--- src/rtl/sevenseg_scan_if.sv ---
// Display-side bundle between the stopwatch core and the 7-segment scan stage.
// The master drives digit codes and masks; the slave drives anodes and segments.
interface sevenseg_scan_if;
  logic [3:0] digit0;
  logic [3:0] digit1;
  logic [3:0] digit2;
  logic [3:0] digit3;
  logic [3:0] blank_mask;
  logic [3:0] blink_mask;
  logic       blink_en;
  logic [3:0] an;
  logic [7:0] seg;

  modport master (
    output digit0, digit1, digit2, digit3,
    output blank_mask, blink_mask, blink_en,
    input  an, seg
  );

  modport slave (
    input  digit0, digit1, digit2, digit3,
    input  blank_mask, blink_mask, blink_en,
    output an, seg
  );
endinterface

--- src/rtl/sevenseg_scan.sv ---
// Four-digit common-anode 7-segment scanner with a per-slot guard interval,
// per-digit blanking and blinking. Digit code and darkness are latched once per slot.
module sevenseg_scan #(
  parameter int unsigned REFRESH_DIV = 100000,
  parameter int unsigned GUARD       = 1000,
  parameter int unsigned BLINK_DIV   = 25000000
) (
  input  logic           clk,
  input  logic           reset,
  sevenseg_scan_if.slave bus
);

  localparam int unsigned CNT_W = (REFRESH_DIV > 1) ? $clog2(REFRESH_DIV) : 1;
  localparam int unsigned BLK_W = (BLINK_DIV > 1) ? $clog2(BLINK_DIV) : 1;
  localparam logic [CNT_W-1:0] CNT_MAX = CNT_W'(REFRESH_DIV - 1);
  localparam logic [CNT_W-1:0] GUARD_C = CNT_W'(GUARD);
  localparam logic [BLK_W-1:0] BLK_MAX = BLK_W'(BLINK_DIV - 1);

  // S_START only exists between reset release and the first edge, so a zero
  // guard still latches digit 0 on that first edge.
  typedef enum logic [1:0] {
    S_START,
    S_GUARD,
    S_DRIVE
  } state_t;

  state_t           state, state_d;
  logic [CNT_W-1:0] cnt, cnt_d;
  logic [1:0]       idx, idx_d;
  logic [BLK_W-1:0] bcnt, bcnt_d;
  logic             blink_on, blink_on_d;
  logic [3:0]       code, code_d;
  logic             dark, dark_d;
  logic [3:0]       an_d;
  logic [7:0]       seg_d;
  logic [3:0]       sel_code;
  logic             latch;

  function automatic logic [7:0] decode(input logic [3:0] c);
    logic [7:0] s;
    case (c)
      4'd0:    s = 8'hC0;
      4'd1:    s = 8'hF9;
      4'd2:    s = 8'hA4;
      4'd3:    s = 8'hB0;
      4'd4:    s = 8'h99;
      4'd5:    s = 8'h92;
      4'd6:    s = 8'h82;
      4'd7:    s = 8'hF8;
      4'd8:    s = 8'h80;
      4'd9:    s = 8'h90;
      default: s = 8'hFF;
    endcase
    return s;
  endfunction

  always_comb begin
    // NOTE: every combinational output is given a default first, so no path leaves it unassigned and no latch is inferred.
    cnt_d      = cnt + 1'b1;
    idx_d      = idx;
    bcnt_d     = bcnt + 1'b1;
    blink_on_d = blink_on;
    code_d     = code;
    dark_d     = dark;
    an_d       = 4'hF;
    seg_d      = 8'hFF;
    sel_code   = bus.digit0;

    if (cnt == CNT_MAX) begin
      cnt_d = '0;
      idx_d = idx + 2'd1;
    end

    if (!bus.blink_en) begin
      bcnt_d     = '0;
      blink_on_d = 1'b1;
    end else if (bcnt == BLK_MAX) begin
      bcnt_d     = '0;
      blink_on_d = ~blink_on;
    end

    state_d = ((GUARD != 0) && (cnt_d < GUARD_C)) ? S_GUARD : S_DRIVE;
    latch   = (cnt_d == GUARD_C) || ((GUARD == 0) && (state == S_START));

    case (idx_d)
      2'd0:    sel_code = bus.digit0;
      2'd1:    sel_code = bus.digit1;
      2'd2:    sel_code = bus.digit2;
      default: sel_code = bus.digit3;
    endcase

    // The blink phase used is the one in force just before the latch edge.
    if (latch) begin
      code_d = sel_code;
      dark_d = bus.blank_mask[idx_d]
             | (bus.blink_en & bus.blink_mask[idx_d] & ~blink_on);
    end

    if (state_d == S_DRIVE && !dark_d) begin
      an_d  = ~(4'b0001 << idx_d);
      seg_d = decode(code_d);
    end
  end

  always_ff @(posedge clk or posedge reset) begin
    if (reset) begin
      state    <= S_START;
      cnt      <= '0;
      idx      <= 2'd0;
      bcnt     <= '0;
      blink_on <= 1'b1;
      code     <= 4'd0;
      dark     <= 1'b1;
      bus.an   <= 4'hF;
      bus.seg  <= 8'hFF;
    end else begin
      // NOTE: non-blocking assignments so every register samples the pre-edge values computed above.
      state    <= state_d;
      cnt      <= cnt_d;
      idx      <= idx_d;
      bcnt     <= bcnt_d;
      blink_on <= blink_on_d;
      code     <= code_d;
      dark     <= dark_d;
      bus.an   <= an_d;
      bus.seg  <= seg_d;
    end
  end

endmodule

--- src/flat_wrapper.sv ---
// flat-port wrapper written by rule: the top's interface ports become plain ports
module sevenseg_scan_flat 
#(
  parameter int unsigned REFRESH_DIV = 100000,
  parameter int unsigned GUARD       = 1000,
  parameter int unsigned BLINK_DIV   = 25000000
)
  (clk, reset, bus_digit0, bus_digit1, bus_digit2, bus_digit3, bus_blank_mask, bus_blink_mask, bus_blink_en, bus_an, bus_seg);
  sevenseg_scan_if bus_i ();
  input  logic clk;
  input  logic reset;
  input wire logic [$bits(bus_i.digit0)-1:0] bus_digit0;
  input wire logic [$bits(bus_i.digit1)-1:0] bus_digit1;
  input wire logic [$bits(bus_i.digit2)-1:0] bus_digit2;
  input wire logic [$bits(bus_i.digit3)-1:0] bus_digit3;
  input wire logic [$bits(bus_i.blank_mask)-1:0] bus_blank_mask;
  input wire logic [$bits(bus_i.blink_mask)-1:0] bus_blink_mask;
  input wire logic [$bits(bus_i.blink_en)-1:0] bus_blink_en;
  output wire logic [$bits(bus_i.an)-1:0] bus_an;
  output wire logic [$bits(bus_i.seg)-1:0] bus_seg;
  assign bus_i.digit0 = bus_digit0;
  assign bus_i.digit1 = bus_digit1;
  assign bus_i.digit2 = bus_digit2;
  assign bus_i.digit3 = bus_digit3;
  assign bus_i.blank_mask = bus_blank_mask;
  assign bus_i.blink_mask = bus_blink_mask;
  assign bus_i.blink_en = bus_blink_en;
  assign bus_an = bus_i.an;
  assign bus_seg = bus_i.seg;
  sevenseg_scan #(.REFRESH_DIV(REFRESH_DIV), .GUARD(GUARD), .BLINK_DIV(BLINK_DIV)) u_core (.clk(clk), .reset(reset), .bus(bus_i));
endmodule
--- config.mk ---
export PLATFORM = sky130hd
export DESIGN_NAME = sevenseg_scan_flat
export DESIGN_NICKNAME = d
export VERILOG_FILES = /design/src/rtl/sevenseg_scan_if.sv /design/src/rtl/sevenseg_scan.sv /design/src/flat_wrapper.sv
export SDC_FILE = /design/constraint.sdc
export NUM_CORES = 1
export LEC_CHECK = 0
export CAP_MARGIN = 10
export CORE_MARGIN = 1.5
export CORE_UTILIZATION = 61
export DETAILED_ROUTE_END_ITERATION = 12
export PLACE_DENSITY = 0.92
export SLEW_MARGIN = 20
export SYNTH_ARGS = -nofsm -noshare
export SYNTH_HDL_FRONTEND = slang
export SYNTH_SLANG_ARGS = --single-unit
--- constraint.sdc ---
create_clock -name clk -period 10.5 [get_ports clk]
set_input_delay 1.05 -clock clk [delete_from_list [all_inputs] [get_ports clk]]
set_output_delay 1.05 -clock clk [all_outputs]
set_load 0.03 [all_outputs]
-- Word-level counts from Yosys, hierarchy flattened
Memory sizes are Yosys's and may differ from the RTL's.
Index checks and enable logic that the tools add are counted.
- register bits after elaboration: 62
- ROM bits: 112
- input bits: 27
- output and inout bits: 12
- logic and storage cells: 46
- memories: 1
- memories (memory ; words ; bits a word ; read ports ; clocked after Yosys merged registers in ; write ports ; line ; RTL):
    (name not given) ; 16 ; 7 ; 1 ; 0 ; 0 ; sevenseg_scan.sv:41 ; case (c)
- add/subtract/negate cells: 3
- magnitude comparators: 2
- equality and inequality tests: 7
- shifts and indexed selects: 1
- muxes and demuxes: 16
- bitwise gates (word level): 5
- reductions and logical operators: 3
- operator list (operator ; number):
    25-bit two-way mux ; 2
    25-bit by 1-bit adder with 25-bit output, second input constant ; 1
    25-bit == test, second input constant ; 1
    17-bit by 1-bit adder with 17-bit output, second input constant ; 1
    17-bit by 10-bit == test with 1-bit output, second input constant ; 1
    17-bit == test, second input constant ; 1
    17-bit by 10-bit < comparator with 1-bit output, second input constant ; 1
    17-bit two-way mux ; 1
    4-bit one-hot mux with 3 select lines ; 1
    4-bit two-way mux ; 2
    8-bit two-way mux ; 1
    1-bit two-way mux ; 5
    1-bit binary-select mux with 2-bit select ; 2
    2-bit == test, second input constant ; 2
    2-bit two-way mux ; 2
    4-bit inverter ; 1
    1-bit by 2-bit left shift with 4-bit output, first input constant ; 1
    2-bit by 3-bit < comparator with 1-bit output, second input constant ; 1
    2-bit by 1-bit adder with 2-bit output, second input constant ; 1
    1-bit AND ; 2
    2-bit by 1-bit == test with 1-bit output, second input constant ; 1
    2-bit logical NOT ; 1
    2-bit by 1-bit != test with 1-bit output, second input constant ; 1
    1-bit logical AND ; 1
    3 further kinds ; 3

-- Longest topological paths before layout
Gate-level depths: netlist of the first run.
- depth after elaboration: 11
- depth in mapped cells: 15
- depth with buffers taken out: 13

-- Least setup slack after synthesis of the first run
No wires, ideal clock.
- kind: reg-to-reg
- start point: register u_core.cnt[0]
- end point: register u_core.bus.seg[6]
- library setup time: 0.088 ns
- data arrival time: 3.266 ns
- required time: 10.412 ns
- setup slack: 7.146 ns
- stages on the path, launching flop included: 15
- path buffers: 2
- clock period less this slack: 3.354 ns
- cell sequence: dfrtp_1 ha_1 clkbuf_1 nand3b_1 nor4_1 a2bb2oi_2 nand4bb_2 buf_6 mux2i_1 inv_1 ha_1 a211oi_1 a21oi_1 nand2_1 o211ai_1
- elaborated cells between the ends (all ways): 25
- classes of those cells: 1 x add/sub; 1 x order compare; 5 x eq/ne; 11 x mux; 3 x bitwise; 3 x reduce/logical; 1 x memory
- RTL lines (item ; line ; RTL):
    from (decl) ; sevenseg_scan.sv:28 ; logic [CNT_W-1:0] cnt, cnt_d;
    from (signal assigned) ; sevenseg_scan.sv:119 ; cnt <= cnt_d;
    parallel branches: the longest is 4 deep, another holds 17-bit by 1-bit adder with 17-bit output ; -- ;
    4-bit two-way mux * ; sevenseg_scan.sv:93 ; if (latch) begin
    named net u_core.code_d[0] ; sevenseg_scan.sv:32 ; logic [3:0] code, code_d;
    memory read 16 x 7 bit * ; -- ;
    8-bit two-way mux * ; sevenseg_scan.sv:99 ; if (state_d == S_DRIVE && !dark_d) begin
    named net u_core.seg_d[6] ; sevenseg_scan.sv:35 ; logic [7:0] seg_d;
    to (signal assigned) ; sevenseg_scan.sv:126 ; bus.seg <= seg_d;
    to (decl) ; sevenseg_scan_if.sv:23 ; output an, seg
Mark *: on every way through the listed nets, which the timed path passes. The select of a mux whose other input is x is not followed.
A chain may end at the register's enable or synchronous reset.

-- Worst setup path after layout of the first run
Ends and elaborated chain as after synthesis.

==> impl_metrics.csv, run 1 <==
group,metric,value,unit
floorplan,die_h,80.0,um
clock_network,clock-sinks,61,
cells_and_area,fillCellCount,392,
synth,synthMuxAreaShare,7.34,%
setup_path,r2r_slack,6410,ps
timing,finalHoldViolations,0,
cells_and_area,finalNonFillerCells,478,
routing,routed_wl,8300,um
cells_and_area,final_cell_mix,"48 x dfrtp_1, 44 x nor2_1, 37 x clkdlybuf4s50_1, 27 x nand2_1, 23 x xnor2_1",
grt,grt_max_degree,62,
grt,busiest_layer,"met2",
clock_network,path_clk_slew,70,ps
clock_network,insertion_delay,350,ps
setup_path,ff2ff_path_depth,12,
routing,vias,2961,
min_path,hold_depth,1,
timing,fin_ws,6410,ps
synth,synthCells,368,
grt,use_met1,34.7,%
cells_and_area,finalNetCount,436,
grt,grt_pass1_vias,2922,
routing,drtAntennaViolNets,0,
synth,synth_top_family_by_area,"simple AND/OR/NAND/NOR gates",
grt,use_met3,7.54,%
routing,wl_per_cell,17.4,um
setup_path,crit-reg2reg-launch,"u_core.cnt[0]",
synth,synth_cell_types,64,
clock_network,cts_tree,"done",
place,post-dp-hpwl,5780,um
setup_path,crit_path_end,"u_core.bus.seg[6]",
synth,synth_edf_count,0,
synth,synth-main-ff-cell,"dfrtp_1",
timing,fin_tns_setup,0,ps
timing,slew_viol_final,0,
grt,antenna_found_initial,0,
grt,grt_pass1_wl,13900,um
clock_network,cts_inserted_buffers,9,
power_and_ir_drop,p_leak,1.79,nW
routing,vias_per_cell,6.19,
min_path,hp-class,"register to register",
power_and_ir_drop,ir_drop,121,uV
synth,synth_compound_area_share,8.00,%
synth,yosys.area_share.adder,2.77,%
power_and_ir_drop,combPwrFrac,6.0,%
floorplan,boundaryPins,39,
setup_path,startpoint,"u_core.cnt[0]",
cells_and_area,final_util,75.5,%
clock_network,cts_hold_buf,0,
floorplan,die_area,6400,um2
power_and_ir_drop,p_clk_share,47.7,%
cells_and_area,num_antenna_cells,0,
synth,postSynthAreaPerCell,9.82,um2
clock_network,cts_resized,0,
synth,async_flop_share,100,%
clock_network,post_cts_buffers,0,
power_and_ir_drop,pwr_density_cell,122,nW/um2
setup_path,required,10750,ps
flow_run,maxCapViolations,0,
timing,relSlewSlack,30.9,%
setup_path,path_max_fanout,11,
clock_network,root_buffer,"clkbuf_8",
setup_path,cp-start-kind,"register",
timing,clock_skew,7.18,ps
timing,rsz0062_at_grt,"false",
place,place_ws,6580,ps
setup_path,critPathKind,"register to register",
place,place_inst,462,
run_status,status,"finished, final reports clean",
timing,timing.fmax,245,MHz
grt,grt.total_usage,28.5,%
timing,tightestPinTransition,1030,ps
floorplan,initial_utilization,64.5,%
synth,synth_area,3610,um2
place,numPortBuffers,37,
synth,syn-num-nets,403,
synth,synth-seq-cells,61,
clock_network,clock_path_buffers,2,
power_and_ir_drop,p_int,0.410,mW
grt,met2_usage,47.3,%
timing,setup_viol,0,
timing,post-route-period-util,38.9,%
setup_path,endpoint_kind,"register",
cells_and_area,final_common_cell,"dfrtp_1",
cells_and_area,area_delta_synth_final,17.2,%
routing,first_iter_violations,298,
grt,overflow,0,
synth,yosysWarnings,0,
clock_network,h-tree-depth,3,
synth,yosys.area_share.simple,24.6,%
cells_and_area,layout-drive-gt1-share,14.0,%
place,finalWeightedCongestion,0.974,
floorplan,core,5610,um2
setup_path,worstPathArrival,4340,ps
setup_path,worstReg2RegEnd,"u_core.bus.seg[6]",
synth,synth-xor-area-share,10.4,%
power_and_ir_drop,p_sw,0.107,mW
timing,post-route-min-period,4090,ps
synth,ys_seq_area_share,42.7,%
floorplan,std_cell_rows,27,
routing,drc,0,
power_and_ir_drop,seq_power_share,46.3,%
routing,dr.pass1.iters,5,
floorplan,fp.dieW,80.0,um
power_and_ir_drop,p_sw_share,20.7,%
stage by stage:
step	power, mW	area [um2]	hold WS (ps)
floorplan	0.259	3610	448
global placement	0.272	4000	471
detailed placement	0.274	4000	484
CTS	0.520	4240	492
global route	0.533	4240	509
finish	0.516	4240	493
final cells by class:
class | instances | area [um2] | share of cell area, %
Timing Repair Buffer | 38 | 378 | 8.92
Clock buffer | 11 | 131 | 3.10
Multi-Input combinational cell | 273 | 1930 | 45.5
Tap cell | 72 | 90.1 | 2.13
Inverter | 18 | 67.6 | 1.60
Sequential cell | 61 | 1540 | 36.4
Clock inverter | 5 | 100 | 2.36
sequential cells by signal (all words and copies together) (netlist names):
register	flops
u_core.bcnt	25
u_core.cnt	17
u_core.bus.seg	7
u_core.bus.an	4
u_core.code	4
u_core.idx	2
u_core.blink_on	1
u_core.dark	1
Yosys cell counts (4+ instances only):
cell type | instances | share of area (%)
inv_1 | 18 | 1.9
a211oi_1 | 5 | 1.0
o21ai_1 | 4 | 0.55
mux2i_1 | 9 | 2.5
nor4_1 | 11 | 1.9
buf_2 | 6 | 0.83
clkbuf_1 | 6 | 0.62
nor2_1 | 44 | 4.6
xnor2_1 | 23 | 5.6
ha_1 | 8 | 2.8
dfrtp_1 | 48 | 33
and3_1 | 9 | 1.6
mux2_2 | 7 | 2.2
a21oi_1 | 11 | 1.5
nand4_1 | 10 | 1.7
nor3_1 | 8 | 1.1
nand2_1 | 27 | 2.8
xor2_1 | 20 | 4.8
a31oi_1 | 4 | 0.69
nand3_1 | 20 | 2.8
dfstp_2 | 13 | 9.4
power by group through the flow:
| stage | Combinational, mW | Clock (mW) | Sequential, mW |
|---|---|---|---|
| floorplan | 0.0164 | 0 | 0.242 |
| global placement | 0.0297 | 0 | 0.243 |
| detailed placement | 0.0311 | 0 | 0.243 |
| CTS | 0.0313 | 0.250 | 0.239 |
| global route | 0.0343 | 0.259 | 0.239 |
| finish | 0.0312 | 0.246 | 0.239 |
worst min-delay path by stage:
stage	startpoint	endpoint	slack, ps
after floorplan	u_core.bcnt[0]	u_core.bcnt[0]	450
after global placement	u_core.dark	u_core.dark	470
after detailed placement	u_core.bcnt[0]	u_core.bcnt[0]	480
after CTS	u_core.bcnt[0]	u_core.bcnt[0]	490
after global routing	u_core.bcnt[0]	u_core.bcnt[0]	510
final	u_core.bcnt[0]	u_core.bcnt[0]	490
cell families (layout without fill, tap and decap cells):
| logic type | count (synthesis) | after routing |
|---|---|---|
| AO/OA/AOI/OAI | 41 | 41 |
| XOR/XNOR | 43 | 43 |
| adder cells (fa/ha/maj) | 8 | 8 |
| buffers and inverters | 34 | 72 |
| flip-flops | 61 | 61 |
| multiplexers | 21 | 21 |
| other | 1 | 1 |
| AND/OR/NAND/NOR | 159 | 159 |
metal layers:
metal  vias up  share of wire (%)
met2       138                 51
met3        34                6.0
met5         -                  0
li1       1364                  -
met4         0                3.1
met1      1425                 40
worst max-delay path: stages, from the launching register on:
cell       delay [ps]
dfrtp_1           470
ha_1              350
nand3b_1          210
nor4_1            920
a2bb2oi_2         270
nand4bb_2         410
mux2i_1           440
inv_1             150
ha_1              260
a211oi_1          230
a21oi_1            70
nand2_1            80
o211ai_1          120
Note: power is estimated with default switching activity, not from simulation.
==> run 2, diff against run 1 <==
Settings changed: CORE_UTILIZATION 61 to 57, PLACE_DENSITY 0.92 to 0.87.
Clock period 10.5 ns to 4.2 ns, I/O delays scaled along.
==> run 2 against run 1 <==
- clock skew increased by 3.0 ps
- critical path depth increased by 1
- critical endpoint unchanged
- design area decreased by 0.68%
==> impl_metrics.csv, run 2 (synthesized netlist as in run 1, its figures left out) <==
group,metric,value,unit
run_status,status,"finished, final reports clean",
cells_and_area,final_cell_mix,"48 x dfrtp_1, 44 x nor2_1, 37 x clkdlybuf4s50_1, 27 x nand2_1, 23 x xnor2_1",
routing,wl_per_cell,16.1,um
flow_run,maxCapViolations,0,
setup_path,path_max_fanout,19,
cells_and_area,regMostFlops,"u_core.bcnt",
floorplan,die_h,82.6,um
routing,dr.pass1.iters,4,
routing,vias_per_cell,5.88,
grt,grt_pass1_wl,12900,um
clock_network,clock-sinks,61,
floorplan,boundaryPins,39,
clock_network,cts_inserted_buffers,9,
cells_and_area,num_antenna_cells,0,
timing,rsz0062_at_grt,"false",
floorplan,fp.dieW,82.6,um
clock_network,insertion_delay,350,ps
grt,overflow,0,
power_and_ir_drop,pwr_density_cell,269,nW/um2
setup_path,cp-start-kind,"register",
timing,tightestPinTransition,941,ps
timing,clock_skew,10.2,ps
place,numPortBuffers,37,
setup_path,required,4460,ps
timing,post-route-period-util,87.1,%
timing,timing.fmax,274,MHz
clock_network,clock_path_buffers,2,
floorplan,die_area,6830,um2
cells_and_area,layout-drive-gt1-share,15.2,%
routing,vias,2845,
grt,grt_max_degree,34,
place,post-dp-hpwl,5660,um
power_and_ir_drop,ir_drop,264,uV
grt,antenna_found_initial,0,
power_and_ir_drop,p_leak,1.77,nW
routing,routed_wl,7770,um
timing,fin_tns_setup,0,ps
clock_network,post_cts_buffers,0,
cells_and_area,largest_registers,"u_core.bcnt x25, u_core.cnt x17, u_core.bus.seg x7",
clock_network,cts_tree,"done",
timing,setup_viol,0,
timing,finalHoldViolations,0,
clock_network,path_clk_slew,80,ps
setup_path,endpoint_kind,"register",
setup_path,worstPathArrival,3920,ps
routing,first_iter_violations,205,
clock_network,root_buffer,"clkbuf_8",
routing,drtAntennaViolNets,0,
floorplan,initial_utilization,60.0,%
grt,grt_pass1_vias,2859,
place,finalWeightedCongestion,0.964,
clock_network,h-tree-depth,3,
grt,grt.total_usage,25.0,%
cells_and_area,finalNetCount,439,
timing,relSlewSlack,37.3,%
min_path,hp-class,"input port to asynchronous set/reset pin",
timing,slew_viol_final,0,
floorplan,std_cell_rows,28,
cells_and_area,final_common_cell,"dfrtp_1",
timing,post-route-min-period,3660,ps
cells_and_area,largest_reg_flops,25,
clock_network,cts_hold_buf,0,
cells_and_area,area_delta_synth_final,16.4,%
clock_network,cts_resized,0,
setup_path,critPathKind,"register to register",
timing,fin_ws,544,ps
place,place_ws,635,ps
floorplan,core,6030,um2
routing,drc,0,
-- run 2: report_power, final --
group          internal (mW)  switching, mW  leakage (nW)
Combinational         0.0380         0.0381         0.903
Clock                  0.214          0.246        0.0774
Sequential             0.593        0.00376         0.785
-- run 2: final timing paths --
check	depth (start not counted)	from	to	slack, ps
worst max register to register	13	u_core.cnt[0]	u_core.bus.seg[6]	540
worst min register to register	1	u_core.bcnt[0]	u_core.bcnt[0]	490
max in group asynchronous	3	reset	u_core.blink_on	2870
worst min-delay path	2	reset	u_core.bcnt[22]	480
worst max-delay path	13	u_core.cnt[0]	u_core.bus.seg[6]	540
min in group clk	1	u_core.bcnt[0]	u_core.bcnt[0]	490
-- run 2: cell type report --
cell class	count	area (um2)
inverters	18	67.6
repair buffers	41	400
flip-flops and latches	61	1540
multi-input cells	273	1930
well taps	75	93.8
fillers	453	1820
clock buffers	9	124
clock inverters	7	52.6
-- run 2: critical path, stage by stage (launching register included) --
cell and delay (ps):
dfrtp_1 460, ha_1 340, nand3b_1 200, or4_4 610, nor2_8 280, a41o_2 190
nand4bb_2 210, mux2i_1 390, inv_1 170, ha_1 250, a211oi_1 250, a21oi_1 70
nand2_1 70, o211ai_1 90
-- run 2: routing by layer --
metal / up-vias / share of wire [%] / GRT usage [%]
met5: - / 0 / 0
met4: 0 / 1.7 / 12.5
met3: 11 / 4.0 / 5.38
met2: 76 / 50 / 40.7
met1: 1387 / 44 / 31.4
li1: 1371 / - / -
-- run 2: metrics by stage --
| stage | hold slack, ps | power (mW) | std cells | cell area [um2] | utilization (%) |
|---|---|---|---|---|---|
| 2_1_floorplan | 448 | 0.647 | 368 | 3610 | - |
| 3_3_place_gp | 474 | 0.682 | 468 | 4030 | 66.9 |
| 3_5_place_dp | 476 | 0.684 | 468 | 4030 | 66.9 |
| 4_1_cts | 487 | 1.14 | 484 | 4210 | 69.8 |
| 5_1_grt | 504 | 1.18 | 484 | 4210 | 69.8 |
| 6_report | 478 | 1.13 | 484 | 4210 | 69.8 |
==> run 3, diff against run 2 <==
Settings changed: HOLD_SLACK_MARGIN set to 0.03, MAX_ROUTING_LAYER set to met4.
==> run 3 against run 2 <==
- clock-buffer cell count rose by 2
- critical endpoint unchanged
- critical path depth is the same
- die area unchanged
- clock skew down 4.1 ps
- total power increased by 11%
- final cell count is the same
- sequential share of layout area down 0.42 points
- clock power grew 28%
- first-iteration DRC count is 7.3% higher
- design area increased by 1.2%
==> impl_metrics.csv, run 3 (synthesized netlist as in run 1, its figures left out) <==
group,metric,value,unit
place,post-dp-hpwl,5530,um
min_path,hp-class,"register to register",
cells_and_area,finalNonFillerCells,484,
floorplan,core,6030,um2
clock_network,insertion_delay,340,ps
routing,dr.pass1.iters,5,
setup_path,startpoint,"u_core.cnt[0]",
cells_and_area,final_cell_mix,"48 x dfrtp_1, 44 x nor2_1, 37 x clkdlybuf4s50_1, 27 x nand2_1, 23 x xnor2_1",
setup_path,endpoint_kind,"register",
setup_path,r2r_slack,600,ps
floorplan,die_h,82.6,um
timing,post-route-period-util,85.7,%
clock_network,path_clk_slew,70,ps
floorplan,std_cell_rows,28,
cells_and_area,largest_registers,"u_core.bcnt x25, u_core.cnt x17, u_core.bus.seg x7",
min_path,min_to,"u_core.bcnt[0]",
cells_and_area,area_delta_synth_final,17.7,%
cells_and_area,layout-drive-gt1-share,14.9,%
grt,grt_pass1_vias,2797,
clock_network,post_cts_buffers,0,
floorplan,fp.dieW,82.6,um
clock_network,cts_resized,0,
clock_network,clock-sinks,61,
setup_path,worstReg2RegEnd,"u_core.bus.seg[6]",
floorplan,die_area,6830,um2
cells_and_area,finalInstanceArea,4260,um2
setup_path,path_max_fanout,19,
min_path,min_from,"u_core.bcnt[0]",
floorplan,boundaryPins,39,
power_and_ir_drop,combPwrFrac,6.1,%
power_and_ir_drop,seq_power_share,47.3,%
place,numPortBuffers,37,
floorplan,initial_utilization,60.0,%
timing,setup_viol,0,
place,finalWeightedCongestion,0.991,
cells_and_area,regMostFlops,"u_core.bcnt",
clock_network,cts_tree,"done",
grt,overflow,0,
grt,grt_max_degree,46,
power_and_ir_drop,p_sw_share,22.1,%
routing,drc,0,
cells_and_area,largest_reg_flops,25,
clock_network,clock_path_buffers,2,
place,place_inst,468,
clock_network,cts_inserted_buffers,9,
min_path,hold_depth,1,
routing,drtAntennaViolNets,0,
routing,vias,2871,
timing,rsz0062_at_grt,"false",
cells_and_area,final_common_cell,"dfrtp_1",
timing,clock_skew,6.07,ps
setup_path,worstPathArrival,3860,ps
clock_network,h-tree-depth,3,
timing,post-route-min-period,3600,ps
setup_path,required,4460,ps
timing,hold_ws,494,ps
setup_path,crit-reg2reg-launch,"u_core.cnt[0]",
timing,relSlewSlack,38.8,%
flow_run,maxCapViolations,0,
setup_path,cp-start-kind,"register",
power_and_ir_drop,p_int,0.982,mW
power_and_ir_drop,pwr_density_cell,296,nW/um2
grt,grt.total_usage,26.2,%
grt,antenna_found_initial,0,
run_status,status,"finished, final reports clean",
routing,routed_wl,7770,um
timing,timing.fmax,278,MHz
power_and_ir_drop,p_sw,0.279,mW
power_and_ir_drop,ir_drop,206,uV
grt,grt_pass1_wl,13000,um
cells_and_area,finalNetCount,439,
routing,wl_per_cell,16.1,um
place,postPlaceCellArea,4030,um2
timing,fin_tns_setup,0,ps
cells_and_area,num_antenna_cells,0,
power_and_ir_drop,p_clk_share,46.6,%
timing,tightestPinTransition,917,ps
clock_network,root_buffer,"clkbuf_8",
clock_network,cts_hold_buf,0,
power_and_ir_drop,p_leak,1.79,nW
setup_path,critPathKind,"register to register",
setup_path,ff2ff_path_depth,13,
routing,vias_per_cell,5.93,
power_and_ir_drop,finalPower,1.26,mW
timing,finalHoldViolations,0,
routing,first_iter_violations,220,
timing,slew_viol_final,0,
## run 3: cell count changes in the layout (fill, tap and decap cells not counted), sizes merged
cell	previous run	this run
bufinv	0	2
clkbuf	9	11
clkinv	3	1
clkinvlp	4	2
## run 3: worst max path at each step
stage	slack, ps	to	depth (start not counted)
floorplan	850	u_core.bus.seg[6]	14
global placement	820	u_core.bus.seg[6]	13
detailed placement	650	u_core.bus.seg[6]	13
CTS	590	u_core.bus.seg[6]	13
global route	280	u_core.bus.seg[6]	12
finish	600	u_core.bus.seg[6]	13
## run 3: cell type report
class                   count  area, um2
fillers                   440       1770
well taps                  75       93.8
repair buffers             41        400
flip-flops and latches     61       1540
clock buffers              11        141
inverters                  18       67.6
clock inverters             5       83.8
multi-input cells         273       1930
## run 3: per-layer routing
layer | wire length [um] | GRT usage [%] | vias up
met4 | 295 | 14.8 | 0
met5 | 0 | - | -
met3 | 308 | 3.74 | 26
met1 | 3490 | 34.3 | 1376
met2 | 3680 | 39.0 | 95
li1 | - | - | 1374
## run 3: critical path: stages (launching register included)
cell and delay (ps):
dfrtp_1 460, ha_1 350, nand3b_1 210, or4_4 610, nor2_8 280, a41o_2 200, nand4bb_2 200, mux2i_1 370
inv_1 150, ha_1 250, a211oi_1 230, a21oi_1 60, nand2_1 70, o211ai_1 80
## run 3: metrics by stage
step	util [%]	setup slack (ps)
finish	70.6	601
global route	70.6	283
CTS	70.6	592
detailed placement	66.9	648
global placement	66.9	820
floorplan	-	846
## run 3: power groups by stage
stage	clock network (mW)	registers, mW	logic [mW]
5_1_grt	0.622	0.597	0.0855
6_report	0.588	0.597	0.0767
3_3_place_gp	0	0.607	0.0748
3_5_place_dp	0	0.607	0.0766
4_1_cts	0.593	0.597	0.0774
2_1_floorplan	0	0.606	0.0410
